<file path="src/rtl/shift_rows_if.sv">
// shift_rows_if: byte-in / column-out bus of the AES ShiftRows stage.
//   master : environment side; drives the byte stream and accepts columns
//   slave  : the stage; accepts bytes and drives columns
//   in_valid/in_ready/in_byte/in_tag/in_last_round : byte-serial state input
//   out_valid/out_ready/out_col/out_col_idx/out_tag/out_last_round/out_eob : column output
interface shift_rows_if #(
    parameter int unsigned TAG_W = 4
);
    logic             in_valid;
    logic             in_ready;
    logic [7:0]       in_byte;
    logic [TAG_W-1:0] in_tag;
    logic             in_last_round;
    logic             out_valid;
    logic             out_ready;
    logic [31:0]      out_col;
    logic [1:0]       out_col_idx;
    logic [TAG_W-1:0] out_tag;
    logic             out_last_round;
    logic             out_eob;

    modport master (
        output in_valid, in_byte, in_tag, in_last_round, out_ready,
        input  in_ready, out_valid, out_col, out_col_idx, out_tag, out_last_round, out_eob
    );

    modport slave (
        input  in_valid, in_byte, in_tag, in_last_round, out_ready,
        output in_ready, out_valid, out_col, out_col_idx, out_tag, out_last_round, out_eob
    );
endinterface

</file>
<file path="src/rtl/shift_rows_stage.sv">
// shift_rows_stage: collects a 16-byte AES state byte-serially (column-major,
// byte i = r + 4c), applies ShiftRows and emits one 32-bit column per beat.
// Ports:
//   clk, rst      : clock, synchronous active-high reset
//   bus (slave)   : byte input handshake + tag/last-round (sampled on byte 0),
//                   column output handshake with column index, tag, flag, eob
// Build option: define SHIFT_ROWS_PINGPONG_EN for two state buffers so one
// block fills while the other drains; default is a single buffer.
module shift_rows_stage #(
    parameter int unsigned TAG_W = 4
) (
    input  logic        clk,
    input  logic        rst,
    shift_rows_if.slave bus
);

`ifdef SHIFT_ROWS_PINGPONG_EN
    localparam int unsigned NBUF = 2;
`else
    localparam int unsigned NBUF = 1;
`endif
    localparam logic PTR_STEP = (NBUF == 2) ? 1'b1 : 1'b0;

    typedef enum logic {FILL = 1'b0, DRAIN = 1'b1} state_t;

    state_t           state_q, state_d;
    logic [127:0]     buf_q [NBUF];
    logic [127:0]     buf_n [NBUF];
    logic [TAG_W-1:0] tag_q [NBUF];
    logic [TAG_W-1:0] tag_n [NBUF];
    logic             lr_q  [NBUF];
    logic             lr_n  [NBUF];
    logic [NBUF-1:0]  full_q, full_n;
    logic             wr_ptr_q, wr_ptr_n, rd_ptr_q, rd_ptr_n;
    logic [3:0]       cnt_q, cnt_n;
    logic             wr_en, rd_xfer, last_beat, load_first;

    logic             in_ready_q, in_ready_d;
    logic             valid_q, valid_d;
    logic [31:0]      col_q, col_d;
    logic [1:0]       idx_q, idx_d;
    logic [TAG_W-1:0] otag_q, otag_d;
    logic             olr_q, olr_d;
    logic             eob_q, eob_d;

    // Shifted column c: row r comes from source column (c + r) mod 4.
    function automatic logic [31:0] shift_col(input logic [127:0] s, input logic [1:0] c);
        logic [31:0] col;
        logic [1:0]  src;
        col = '0;
        for (int r = 0; r < 4; r++) begin
            src = c + 2'(r);
            col[8*(3-r) +: 8] = s[8*(r + 4*32'(src)) +: 8];
        end
        return col;
    endfunction

    assign wr_en     = bus.in_valid & in_ready_q;
    assign rd_xfer   = valid_q & bus.out_ready;
    assign last_beat = (idx_q == 2'd3);

    // Buffer bookkeeping; buf_n is the write-through view so a block completing
    // this cycle can present column 0 on the next one.
    always_comb begin
        buf_n    = buf_q;
        tag_n    = tag_q;
        lr_n     = lr_q;
        full_n   = full_q;
        wr_ptr_n = wr_ptr_q;
        rd_ptr_n = rd_ptr_q;
        cnt_n    = cnt_q;
        if (wr_en) begin
            buf_n[wr_ptr_q][8*cnt_q +: 8] = bus.in_byte;
            if (cnt_q == 4'd0) begin
                tag_n[wr_ptr_q] = bus.in_tag;
                lr_n[wr_ptr_q]  = bus.in_last_round;
            end
            cnt_n = cnt_q + 4'd1;
            if (cnt_q == 4'd15) begin
                full_n[wr_ptr_q] = 1'b1;
                wr_ptr_n         = wr_ptr_q ^ PTR_STEP;
            end
        end
        if (rd_xfer && last_beat) begin
            full_n[rd_ptr_q] = 1'b0;
            rd_ptr_n         = rd_ptr_q ^ PTR_STEP;
        end
    end

    // State register.
    always_ff @(posedge clk) begin
        if (rst) state_q <= FILL;
        else     state_q <= state_d;
    end

    // Next state: start draining whenever the read-side buffer holds a full block.
    always_comb begin
        state_d    = state_q;
        load_first = 1'b0;
        case (state_q)
            FILL: begin
                if (full_n[rd_ptr_n]) begin
                    state_d    = DRAIN;
                    load_first = 1'b1;
                end
            end
            DRAIN: begin
                if (rd_xfer && last_beat) begin
                    if (full_n[rd_ptr_n]) load_first = 1'b1;
                    else                  state_d    = FILL;
                end
            end
            default: state_d = FILL;
        endcase
    end

    // Output next values; everything holds unless a column is loaded or advanced.
    always_comb begin
        in_ready_d = ~full_n[wr_ptr_n];
        valid_d    = (state_d == DRAIN);
        col_d      = col_q;
        idx_d      = idx_q;
        otag_d     = otag_q;
        olr_d      = olr_q;
        eob_d      = eob_q;
        if (load_first) begin
            col_d  = shift_col(buf_n[rd_ptr_n], 2'd0);
            idx_d  = 2'd0;
            otag_d = tag_n[rd_ptr_n];
            olr_d  = lr_n[rd_ptr_n];
            eob_d  = 1'b0;
        end else if (rd_xfer && !last_beat) begin
            col_d = shift_col(buf_q[rd_ptr_q], idx_q + 2'd1);
            idx_d = idx_q + 2'd1;
            eob_d = (idx_q == 2'd2);
        end
    end

    // Control and output registers; buffer contents need no reset.
    always_ff @(posedge clk) begin
        if (rst) begin
            full_q     <= '0;
            wr_ptr_q   <= 1'b0;
            rd_ptr_q   <= 1'b0;
            cnt_q      <= 4'd0;
            in_ready_q <= 1'b0;
            valid_q    <= 1'b0;
            col_q      <= 32'd0;
            idx_q      <= 2'd0;
            otag_q     <= '0;
            olr_q      <= 1'b0;
            eob_q      <= 1'b0;
        end else begin
            full_q     <= full_n;
            wr_ptr_q   <= wr_ptr_n;
            rd_ptr_q   <= rd_ptr_n;
            cnt_q      <= cnt_n;
            in_ready_q <= in_ready_d;
            valid_q    <= valid_d;
            col_q      <= col_d;
            idx_q      <= idx_d;
            otag_q     <= otag_d;
            olr_q      <= olr_d;
            eob_q      <= eob_d;
        end
    end

    always_ff @(posedge clk) begin
        buf_q <= buf_n;
        tag_q <= tag_n;
        lr_q  <= lr_n;
    end

    assign bus.in_ready       = in_ready_q;
    assign bus.out_valid      = valid_q;
    assign bus.out_col        = col_q;
    assign bus.out_col_idx    = idx_q;
    assign bus.out_tag        = otag_q;
    assign bus.out_last_round = olr_q;
    assign bus.out_eob        = eob_q;

endmodule
</file>
<file path="src/flat_wrapper.sv">
// flat-port wrapper written by rule: the top's interface ports become plain ports
module shift_rows_stage_flat 
#(
    parameter int unsigned TAG_W = 4
)
  (clk, rst, bus_in_valid, bus_in_byte, bus_in_tag, bus_in_last_round, bus_out_ready, bus_in_ready, bus_out_valid, bus_out_col, bus_out_col_idx, bus_out_tag, bus_out_last_round, bus_out_eob);
  shift_rows_if #(.TAG_W(TAG_W)) bus_i ();
  input  logic clk;
  input  logic rst;
  input wire logic [$bits(bus_i.in_valid)-1:0] bus_in_valid;
  input wire logic [$bits(bus_i.in_byte)-1:0] bus_in_byte;
  input wire logic [$bits(bus_i.in_tag)-1:0] bus_in_tag;
  input wire logic [$bits(bus_i.in_last_round)-1:0] bus_in_last_round;
  input wire logic [$bits(bus_i.out_ready)-1:0] bus_out_ready;
  output wire logic [$bits(bus_i.in_ready)-1:0] bus_in_ready;
  output wire logic [$bits(bus_i.out_valid)-1:0] bus_out_valid;
  output wire logic [$bits(bus_i.out_col)-1:0] bus_out_col;
  output wire logic [$bits(bus_i.out_col_idx)-1:0] bus_out_col_idx;
  output wire logic [$bits(bus_i.out_tag)-1:0] bus_out_tag;
  output wire logic [$bits(bus_i.out_last_round)-1:0] bus_out_last_round;
  output wire logic [$bits(bus_i.out_eob)-1:0] bus_out_eob;
  assign bus_i.in_valid = bus_in_valid;
  assign bus_i.in_byte = bus_in_byte;
  assign bus_i.in_tag = bus_in_tag;
  assign bus_i.in_last_round = bus_in_last_round;
  assign bus_i.out_ready = bus_out_ready;
  assign bus_in_ready = bus_i.in_ready;
  assign bus_out_valid = bus_i.out_valid;
  assign bus_out_col = bus_i.out_col;
  assign bus_out_col_idx = bus_i.out_col_idx;
  assign bus_out_tag = bus_i.out_tag;
  assign bus_out_last_round = bus_i.out_last_round;
  assign bus_out_eob = bus_i.out_eob;
  shift_rows_stage #(.TAG_W(TAG_W)) u_core (.clk(clk), .rst(rst), .bus(bus_i));
endmodule
</file>
<file path="config.mk">
export PLATFORM = sky130hd
export DESIGN_NAME = shift_rows_stage_flat
export DESIGN_NICKNAME = d
export VERILOG_FILES = /design/src/rtl/shift_rows_if.sv /design/src/rtl/shift_rows_stage.sv /design/src/flat_wrapper.sv
export SDC_FILE = /design/constraint.sdc
export NUM_CORES = 1
export LEC_CHECK = 0
export CAP_MARGIN = 15
export CORE_MARGIN = 4
export CORE_UTILIZATION = 35
export CTS_CLUSTER_DIAMETER = 50
export DETAILED_ROUTE_END_ITERATION = 12
export GPL_TIMING_DRIVEN = 1
export PLACE_DENSITY = 0.49
export SYNTH_ARGS = -nofsm -noshare
export SYNTH_HDL_FRONTEND = slang
export SYNTH_SLANG_ARGS = --single-unit
</file>
<file path="constraint.sdc">
create_clock -name clk -period 4.6 [get_ports clk]
set_input_delay 1.15 -clock clk [delete_from_list [all_inputs] [get_ports clk]]
set_output_delay 1.15 -clock clk [all_outputs]
set_load 0.02 [all_outputs]
</file>
==> reports/results.tsv, run 1 <==
metric	value	unit
die-area	25300	sq um
final_nets	744	
syn_nets	695	
place_congestion	0.789	
cts.reportedPaths.clkPinSlew	70	ps
fp.dieH	159	um
critPathKind	flip-flop to flip-flop	
grt_max_degree	34	
grt_overflow	0	
fmax	295	MHz
first_pass_iters	5	
p_sw_share	22.8	%
power_density	358	nW/um^2
synthCells	671	
startpoint_type	flip-flop	
grt_setup_unrepaired	no	
drive_above_1_share	13.5	%
cts.path.max_buffers	2	
numCtsBuffers	17	
async_flop_share	0	%
cts_hold_buffers	0	
ant_nets	0	
maxCapViolCount	0	
die_x	159	um
tritoncts	built	
num_rows	55	
place_inst	986	
cts.repair.resized	0	
instances_no_fill	1018	
reg2reg_slack	1210	ps
p_comb_share	5.7	%
htreeDepth	4	
grt_pass1_vias	5810	
p_seq_share	52.2	%
period_needed	3390	ps
grt_pass1_wl	34500	um
leakagePower	0.00309	uW
hold_path.class	flip-flop to flip-flop	
via_count	5605	
ios	59	
clock_power_share	42.2	%
worstSetupEndpointType	flip-flop	
ys_ff_latch	180	
synth-edff-count	96	
hold_ws	475	ps
dr.first_iter.drc_count	442	
cts_root_buffer	clkbuf_16	
synth_area_per_cell	11.9	sq um
worst_slew_margin_rel	27.6	%
drt_wl_total	22400	um
nFillCells	2181	
regArea	4570	sq um
initial_core_util	35.4	%
multi_input_area	3150	sq um
core	22600	sq um
synthFlopType	edfxtp_1	
syn2layout_area_growth	18.3	%
finalWorstSetupSlack	1210	ps
dp_hpwl	14200	um
status	finished clean	
crit_fanout	18	
insertion_delay	440	ps
finalHoldViolCount	0	
setup_violations	0	
worstPathArrival	3450	ps
wire_per_inst	22.0	um
cts_sinks	180	
ir_worst_vdd	0.238	mV
setup_tns	0	ps
ys_seq_area_share	57.2	%
power.internal	2610	uW
drv_slew	0	
synth_warnings	0	
dp_slack	1070	ps
tightest_slew	1080	ps
fin_crit_sh	73.8	%
via_per_inst	5.51	
grt_antenna_before_repair	0	
drt_drc_violations_left	0	
finClkSkew	11.3	ps
crit_required	4660	ps
grtUsageTotal	17.9	%
io_buffers	58	
power_switching	771	uW
yosys.cell_types.count	54	
synth_area	7990	sq um
post-cts-setup-buffers	0	
diodes	0	
## critical path, stage by stage, from the launching register on
cell and delay, ps:
dfxtp_1 720, inv_1 110, ha_1 330, nand2b_1 340, nand2_1 200, nand2b_1 470
nor2_1 840
## layer usage
metal  vias to the layer above  GRT usage (%)  wire length, um  share of wire (%)
met2                       142           30.5            11100                 50
met4                         0           5.40              320                1.4
met1                      2855           23.2             9990                 45
met5                         -              0                0                  0
li1                       2586              -                -                  -
met3                        22           3.44              945                4.2
## placed cells by master (no fill, tap or decap), types with 8 or more instances in the layout
master / n
mux2i_1: 19
nor2_1: 109
and3_1: 8
nand3_1: 14
clkbuf_16: 17
nand2b_1: 11
and2_1: 15
buf_4: 18
inv_1: 26
o21ai_1: 10
a31oi_1: 8
mux4_2: 32
nand2_1: 44
mux2_2: 14
dfxtp_1: 83
clkdlybuf4s50_1: 58
a22oi_1: 13
edfxtp_1: 96
nor3_1: 14
o221ai_1: 12
o2bb2ai_1: 11
## power groups by stage
| stage | clock network, uW | logic, uW | registers [uW] |
|---|---|---|---|
| after global placement | 0 | 188 | 1800 |
| after detailed placement | 0 | 192 | 1800 |
| after floorplan | 0 | 122 | 1780 |
| after global routing | 1520 | 209 | 1770 |
| final | 1430 | 191 | 1760 |
| after CTS | 1450 | 193 | 1760 |
## final timing paths
kind,from,to,depth (start not counted)
setup / recovery,u_core.cnt_q[0],flip-flop,6
hold reg to reg,u_core.buf_q[44],u_core.buf_q[44],2
hold / removal,u_core.buf_q[44],u_core.buf_q[44],2
setup reg to reg,u_core.cnt_q[0],flip-flop,6
## cells by family after synthesis
group / Yosys count / synth area share, %
fa+ha+maj: 7 / 1.10
flops: 180 / 57.2
simple gates: 240 / 14.1
compound gates: 102 / 10.0
xor+xnor: 4 / 0.439
mux: 66 / 13.5
buf+inv: 72 / 3.60
## stage by stage
step / area, sq um / utilization [%] / total power (uW)
after CTS: 9450 / 41.8 / 3410
after floorplan: 7990 / - / 1900
final: 9450 / 41.8 / 3380
after global placement: 8880 / 39.4 / 1990
after global routing: 9450 / 41.8 / 3500
after detailed placement: 8880 / 39.4 / 1990
## final cells by class
type                            count  share of cell area, %
Clock inverter                      9                   1.10
Timing Repair Buffer               76                   7.58
Tap cell                          285                   3.78
Inverter                           26                   1.03
Clock buffer                       23                   4.85
Sequential cell                   180                   48.3
Multi-Input combinational cell    419                   33.3
## cell usage after synthesis, types with 2 or more instances
library cell    n  area share [%]
nor2_1        109             5.1
edfxtp_1       96              36
dfxtp_1        84              21
nand2_1        44             2.1
clkbuf_1       34             1.6
mux4_2         32             9.0
inv_1          26             1.2
mux2i_1        19             2.4
and2_1         15             1.2
mux2_2         14             2.0
nand3_1        14            0.88
nor3_1         14            0.88
a22oi_1        13             1.2
o221ai_1       12             1.3
nand2b_1       11            0.86
o2bb2ai_1      11             1.2
o21ai_1        10            0.63
a2111oi_0       8            0.88
a31oi_1         8            0.63
and3_1          8            0.63
buf_2           8            0.50
a211oi_1        7            0.66
ha_1            7             1.1
o21ai_0         6            0.38
a21oi_1         5            0.31
o211a_1         5            0.63
o221a_1         5            0.71
nor4_1          4            0.31
buf_1           3            0.14
nand3b_1        3            0.28
nand4_1         3            0.24
nor2b_1         3            0.24
xnor2_1         3            0.33
a21o_1          2            0.19
a21oi_2         2            0.22
and4b_1         2            0.25
nor3b_1         2            0.19
o2111ai_1       2            0.22
or3_1           2            0.16
(Power assumes the default switching activity.)
==> run 2: changes to the inputs <==
Settings changed: PLACE_DENSITY 0.49 to 0.51.
Clock period 4.6 ns to 2.7 ns, I/O delays scaled along.
==> run 2 against run 1 <==
  * Utilization grew 2.1 points
  * Register-to-register slack lost 980 ps
  * Critical path type unchanged
  * Sequential power grew 70%
  * Worst hold slack gained 2.1 ps
  * Via count grew 2.3%
  * Critical path depth is the same
  * Largest cell class unchanged
  * First-iteration DRC count shrank 31%
  * Combinational power grew 92%
  * Fmax grew 37%
  * Routed wire length grew 0.85%
  * Setup slack lost 980 ps
==> reports/results.tsv, run 2 (synthesis gave the netlist of run 1 again) <==
metric	value	unit
mostFrequentLayoutCell	nor2_1	
wire_per_inst	21.2	um
place_congestion	0.875	
grt_max_degree	34	
power_density	608	nW/um^2
num_rows	55	
grt_antenna_before_repair	0	
worst_slew_margin_rel	47.1	%
dr.first_iter.drc_count	303	
drt_wl_total	22600	um
drt_drc_violations_left	0	
post-cts-setup-buffers	0	
tritoncts	built	
startpoint_type	flip-flop	
setup_tns	0	ps
fmax	405	MHz
grtUsageTotal	17.9	%
cts.path.max_buffers	2	
core	22600	sq um
cts_sinks	180	
drv_slew	0	
via_per_inst	5.40	
dp_hpwl	15300	um
fin_crit_sh	91.5	%
die_x	159	um
leakagePower	0.00345	uW
total_power	6030	uW
finalHoldViolCount	0	
fin_util	44.0	%
numCtsBuffers	17	
cts.repair.resized	0	
ant_nets	0	
die-area	25300	sq um
crit_fanout	7	
power.internal	4650	uW
first_pass_iters	5	
ios	59	
finClkSkew	12.6	ps
period_needed	2470	ps
p_seq_share	49.8	%
htreeDepth	4	
worstSetupEndpointType	flip-flop	
cts_root_buffer	clkbuf_16	
diodes	0	
ir_worst_vdd	0.374	mV
grt_pass1_wl	35100	um
tightest_slew	788	ps
fp.dieH	159	um
critPathKind	flip-flop to flip-flop	
status	finished clean	
setup_violations	0	
grt_overflow	0	
initial_core_util	35.4	%
grt_pass1_vias	5973	
p_comb_share	6.1	%
final_cell_mix	nor2_1 (109), edfxtp_1 (96), dfxtp_1 (83)	
cts.reportedPaths.clkPinSlew	70	ps
final_nets	789	
power_switching	1380	uW
cts_hold_buffers	0	
insertion_delay	430	ps
drive_above_1_share	19.4	%
grt_setup_unrepaired	no	
crit_required	2990	ps
worstPathArrival	2760	ps
p_sw_share	22.8	%
io_buffers	58	
maxCapViolCount	0	
hold_path.class	flip-flop to flip-flop	
clock_power_share	44.1	%
syn2layout_area_growth	24.3	%
via_count	5735	
run 2: cell types whose count changed in the layout (fill, tap and decap cells not counted), sizes merged:
cell,delta
buf,+45
clkbuf,-5
inv,+4
bufinv,+2
clkinv,-2
clkinvlp,+1
run 2: path summary, 6_finish.rpt:
kind	from	to	slack (ps)	cells after the start
min reg2reg	u_core.tag_q[3]	u_core.tag_q[3]	480	1
max	u_core.cnt_q[0]	flip-flop	230	6
min	u_core.tag_q[3]	u_core.tag_q[3]	480	1
max reg2reg	u_core.cnt_q[0]	flip-flop	230	6
run 2: layout make-up:
type | instances | area, sq um
tap | 285 | 357
clock inverter | 14 | 199
clock buffer | 18 | 429
timing repair buffer | 121 | 1100
multi-input combinational | 419 | 3170
fill | 2113 | 12600
sequential | 180 | 4570
inverter | 26 | 97.6
run 2: critical path: stages, from the launching register on:
cell	delay [ps]
dfxtp_1	360
nor3_1	370
ha_1	420
buf_4	210
nand3b_1	310
nor2_1	470
and2_1	200
run 2: metrics by stage:
step | worst slack (ps) | area, sq um | hold slack [ps] | cells
4_1_cts | 203 | 9920 | 481 | 1063
6_report | 230 | 9920 | 477 | 1063
2_1_floorplan | -12.7 | 8030 | 439 | 671
3_5_place_dp | -55.6 | 9290 | 465 | 1031
3_3_place_gp | 50.0 | 9290 | 456 | 1031
5_1_grt | 6.32 | 9920 | 487 | 1063
run 2: power by group through the flow:
stage               clock (uW)  sequential, uW  combinational, uW
detailed placement           0            3060                365
global placement             0            3060                356
finish                    2660            3000                367
floorplan                    0            3030                213
CTS                       2710            3000                368
global route              2850            3010                399
run 2: metal layers:
metal  routed length, um  vias up  GRT usage [%]
li1                    -     2683              -
met5                   0        -              0
met3                1180       19           4.14
met1                9890     2887           23.5
met4                 339        0           4.50
met2               11200      146           30.3
==> run 3: changes to the inputs <==
Settings changed: CTS_BUF_LIST set to sky130_fd_sc_hd__clkbuf_4 sky130_fd_sc_hd__clkbuf_8 sky130_fd_sc_hd__clkbuf_16, DONT_BUFFER_PORTS set to 1, PLACE_DENSITY 0.51 to 0.48, SLEW_MARGIN set to 10.
==> run 3 against run 2 <==
  * Worst hold slack got worse by 140 ps
  * Clock power shrank 2%
  * Combinational power shrank 20%
  * Final area fell by 7.4%
  * Register-to-register slack barely moved
  * Largest cell class unchanged
  * Setup slack worse by 8.7 ps
  * Critical path depth stayed put
  * Largest power group unchanged
  * Utilization fell by 3.2 points
  * Critical path type unchanged
==> reports/results.tsv, run 3 (synthesis gave the netlist of run 1 again) <==
metric	value	unit
status	finished clean	
grt_setup_unrepaired	no	
via_count	5583	
via_per_inst	5.62	
place_inst	960	
mostFrequentLayoutCell	nor2_1	
drive_above_1_share	19.7	%
period_needed	2480	ps
drt_drc_violations_left	0	
power_density	641	nW/um^2
crit_fanout	12	
grt_max_degree	34	
maxCapViolCount	0	
cts_hold_buffers	0	
finalInstanceArea	9190	sq um
die-area	25300	sq um
die_x	159	um
worstPathArrival	2790	ps
crit_required	3010	ps
r2r_cells	6	
wire_per_inst	23.1	um
dpl_cell_area	8580	sq um
instances_no_fill	993	
tritoncts	built	
place_congestion	0.838	
dr.first_iter.drc_count	484	
fin_crit_sh	91.8	%
ant_nets	0	
cts.path.max_buffers	2	
critPathKind	flip-flop to flip-flop	
worst_slew_margin_rel	40.2	%
io_buffers	0	
initial_core_util	35.4	%
ios	59	
core	22600	sq um
cts_root_buffer	clkbuf_16	
grt_pass1_vias	5760	
setup_violations	0	
cts.reportedPaths.clkPinSlew	70	ps
first_pass_iters	5	
drv_slew	0	
finalWorstSetupSlack	222	ps
dp_slack	184	ps
num_rows	55	
fp.dieH	159	um
tightest_slew	897	ps
finalHoldViolCount	0	
dp_hpwl	14800	um
final_nets	718	
hold_path.class	input port to flip-flop	
grt_pass1_wl	35000	um
insertion_delay	430	ps
cts.repair.resized	0	
grtUsageTotal	18.0	%
cts_sinks	180	
fin_util	40.7	%
grt_overflow	0	
total_power	5900	uW
post-cts-setup-buffers	0	
numCtsBuffers	17	
leakagePower	0.00316	uW
fmax	404	MHz
worstSetupEndpointType	flip-flop	
finClkSkew	13.5	ps
ir_worst_vdd	0.393	mV
startpoint_type	flip-flop	
holdPathStages	1	
grt_antenna_before_repair	0	
htreeDepth	4	
drt_wl_total	22900	um
final_cell_mix	nor2_1 (109), edfxtp_1 (96), dfxtp_1 (83)	
syn2layout_area_growth	15.1	%
[run 3: final timing paths]
kind              startpoint                  end  slack [ps]
max          u_core.cnt_q[1]      u_core.buf_q[5]         220
min                      rst  u_core.bus.in_ready         340
min reg2reg  u_core.tag_q[2]      u_core.tag_q[2]         480
max reg2reg  u_core.cnt_q[1]      u_core.buf_q[5]         220
[run 3: where the power goes]
part	internal, uW	switching [uW]	leakage [uW]	total (uW)
Combinational	118	176	0.00139	294
Sequential	2940	62.0	0.00147	3000
Clock	1520	1080	0.000297	2600
[run 3: worst max-delay path: stages (launching register included)]
cell,delay [ps]
dfxtp_1,340
nor3_1,380
ha_1,460
nor2_1,90
and4_1,240
o21ai_1,430
mux2_2,420
[run 3: cell type report]
| type | instances | area [sq um] |
|---|---|---|
| Inverter | 26 | 97.6 |
| Antenna cell | 1 | 2.50 |
| Sequential cell | 180 | 4570 |
| Timing Repair Buffer | 50 | 388 |
| Fill cell | 2106 | 13400 |
| Clock inverter | 11 | 149 |
| Tap cell | 285 | 357 |
| Clock buffer | 21 | 462 |
| Multi-Input combinational cell | 419 | 3170 |
[run 3: metrics by stage]
| step | hold slack, ps | TNS (ps) |
|---|---|---|
| 3_3_place_gp | 455 | 0 |
| 3_5_place_dp | 459 | 0 |
| 6_report | 338 | 0 |
| 2_1_floorplan | 439 | -109 |
| 4_1_cts | 300 | 0 |
| 5_1_grt | 312 | 0 |
[run 3: metal layers]
| metal | up-vias | part of all wire (%) | global-route usage, % |
|---|---|---|---|
| met2 | 175 | 49 | 31.0 |
| li1 | 2542 | - | - |
| met5 | - | 0 | 0 |
| met3 | 25 | 6.1 | 4.40 |
| met1 | 2841 | 43 | 23.0 |
| met4 | 0 | 1.4 | 4.54 |
==> variant: new RTL, settings of run 2 <==
The option `SHIFT_ROWS_PINGPONG_EN` is turned on by a define.
--- a/src/rtl/shift_rows_stage.sv
+++ b/src/rtl/shift_rows_stage.sv
@@ -6,6 +6,8 @@
 //                   column output handshake with column index, tag, flag, eob
 // Build option: define SHIFT_ROWS_PINGPONG_EN for two state buffers so one
 // block fills while the other drains; default is a single buffer.
+`define SHIFT_ROWS_PINGPONG_EN
+
 module shift_rows_stage #(
     parameter int unsigned TAG_W = 4
 ) (
Function: same outputs for any inputs over 4 cycles, from zero or initial values and one cycle with rst high; that may be too few to reach the edited logic, so the function may still have changed.
==> variant against run 2 <==
  * Routed wire length increased by 72%
  * Power increased by 85%
  * Sequential cell count increased by 136
  * Via count increased by 65%
  * Count of clock-buffer cells in the layout increased by 32
  * Area after synthesis increased by 76%
  * Critical path depth increased by 2
  * Setup slack improved by 0.0039 ns
  * Fmax increased by 0.16%
  * Combinational power increased by 61%
  * Die area increased by 71%
  * Largest cell class unchanged
  * Design area increased by 75%
  * Clock skew decreased by 0.0049 ns
==> variant: results (changes against run 2) <==
drt_iter0_drc: 656  # was 303
grt_use_total_pct: 17.7  # was 17.9%
synth_edf_count: 192  # was 96
grt_pass1_wl_um: 59300  # was 35100 um
root_buffer: "clkbuf_16"  # unchanged
yosysSeqAreaShare_pct: 58.9  # was 57.2%
run_status: "complete, no violations"  # unchanged
clkLatencyLatePin_ns: 0.52  # was 0.43 ns
clockBufferDepth: 3  # was 2
fin_worst_skew_ns: 0.00774  # was 0.0126 ns
dp_hpwl_um: 26400  # was 15300 um
wirelength_um: 38900  # was 22600 um
grt_pass1_vias: 9818  # was 5973
fillers: 3717  # was 2113
vias: 9474  # was 5735
cp_max_fo: 9  # was 7
ir_worst_vdd_uv: 401  # was 374 uV
htree_num_levels: 2  # was 4
dr.pass1.iters: 5  # unchanged
antenna_cells: 0  # unchanged
syn_nets: 1107  # was 695
cts_buffers: 40  # was 17
gp_congestion: 0.837  # was 0.875
cp.arrival_ns: 2.87  # was 2.76 ns
tightest_slew_ns: 0.812  # was 0.788 ns
synth_commonest_cells: "edfxtp_1, dfxtp_1, nand2_1"  # was nor2_1, edfxtp_1, dfxtp_1
ys_types: 60  # was 54
grt_max_degree: 51  # was 34
p_leak_nw: 6.11  # was 3.45 nW
nets: 1240  # was 789
drive_gt1_share_pct: 26.2  # was 19.4%
io_buffer_count: 58  # unchanged
antenna_found_initial: 0  # unchanged
switching_share_pct: 21.4  # was 22.8%
ys_top_cells_by_area: "edfxtp_1, dfxtp_1, mux4_2, nand2_1, nor2_1"  # was edfxtp_1, dfxtp_1, mux4_2, nor2_1, mux2i_1
[variant: cell types whose count changed after synthesis, moves of 20 or more]
| cell | run 2 | this run |
|---|---|---|
| nor2_1 | 109 | 86 |
| dfxtp_1 | 84 | 124 |
| edfxtp_1 | 96 | 192 |
| nand2_1 | 44 | 105 |
| o211ai_1 | 1 | 21 |
| clkbuf_1 | 34 | 58 |
| nor3_1 | 14 | 43 |
| o21ai_0 | 6 | 50 |
| mux4_2 | 32 | 64 |
[variant: repair_timing]
action	4_1_cts	5_1_grt
endpoints found under the setup margin	0	2
hold endpoints to repair	0	0
gates resized for setup	0	1
[variant: layout make-up]
class	count	share of cell area [%]
Clock buffer	50	6.23
Clock inverter	22	1.49
Inverter	29	0.628
Multi-Input combinational cell	650	30.6
Sequential cell	316	47.6
Tap cell	525	3.79
Timing Repair Buffer	181	9.62
[variant: final timing paths]
path	startpoint	endpoint	slack, ns	cells past startpoint
worst min register to register	u_core.bus.out_eob	u_core.bus.out_eob	0.47	2
worst max register to register	u_core.cnt_q[0]	u_core.bus.out_col[27]	0.23	8
worst max-delay path	u_core.cnt_q[0]	u_core.bus.out_col[27]	0.23	8
worst min-delay path	u_core.bus.out_eob	u_core.bus.out_eob	0.47	2
[variant: metal layers]
| metal | share of wire, % | vias to the layer above | track usage, % |
|---|---|---|---|
| li1 | - | 4435 | - |
| met1 | 46 | 4735 | 25.0 |
| met2 | 47 | 249 | 28.1 |
| met3 | 4.8 | 55 | 2.77 |
| met4 | 2.6 | 0 | 5.62 |
| met5 | 0 | - | 0 |
[variant: kinds of logic after synthesis]
kind of cell	share of synthesized area (%)
muxes	15.4
adders and majority gates	0.446
AOI/OAI and AO/OA	9.95
DFF	58.9
buffers and inverters	3.55
xor gates and xnor gates	0.741
and+or+nand+nor	11.0
[variant: critical path, cell delays in order (launching register included)]
cell and delay (ns):
dfxtp_1 0.34, inv_1 0.10, ha_1 0.30, nor3b_2 0.30, nand3_1 0.18, or3b_1 0.41
buf_4 0.20, mux2_4 0.30, o221a_1 0.22
[variant: metrics by stage]
step	cell area (um2)	instances	setup slack (ns)	total power [W]	hold WS, ns
after global placement	16000	1701	-0.173	0.00588	0.457
after floorplan	14000	1085	-0.119	0.00565	0.441
after global routing	17300	1773	0.0983	0.0115	0.478
final	17300	1773	0.234	0.0112	0.470
after detailed placement	16000	1701	-0.191	0.00589	0.456
after CTS	17300	1773	0.260	0.0113	0.471
[variant: power by group through the flow]
stage / logic, W / registers, W / clock network, W
6_report: 0.000592 / 0.00520 / 0.00537
5_1_grt: 0.000636 / 0.00520 / 0.00570
4_1_cts: 0.000591 / 0.00520 / 0.00550
3_5_place_dp: 0.000588 / 0.00530 / 0
3_3_place_gp: 0.000582 / 0.00530 / 0
2_1_floorplan: 0.000373 / 0.00527 / 0
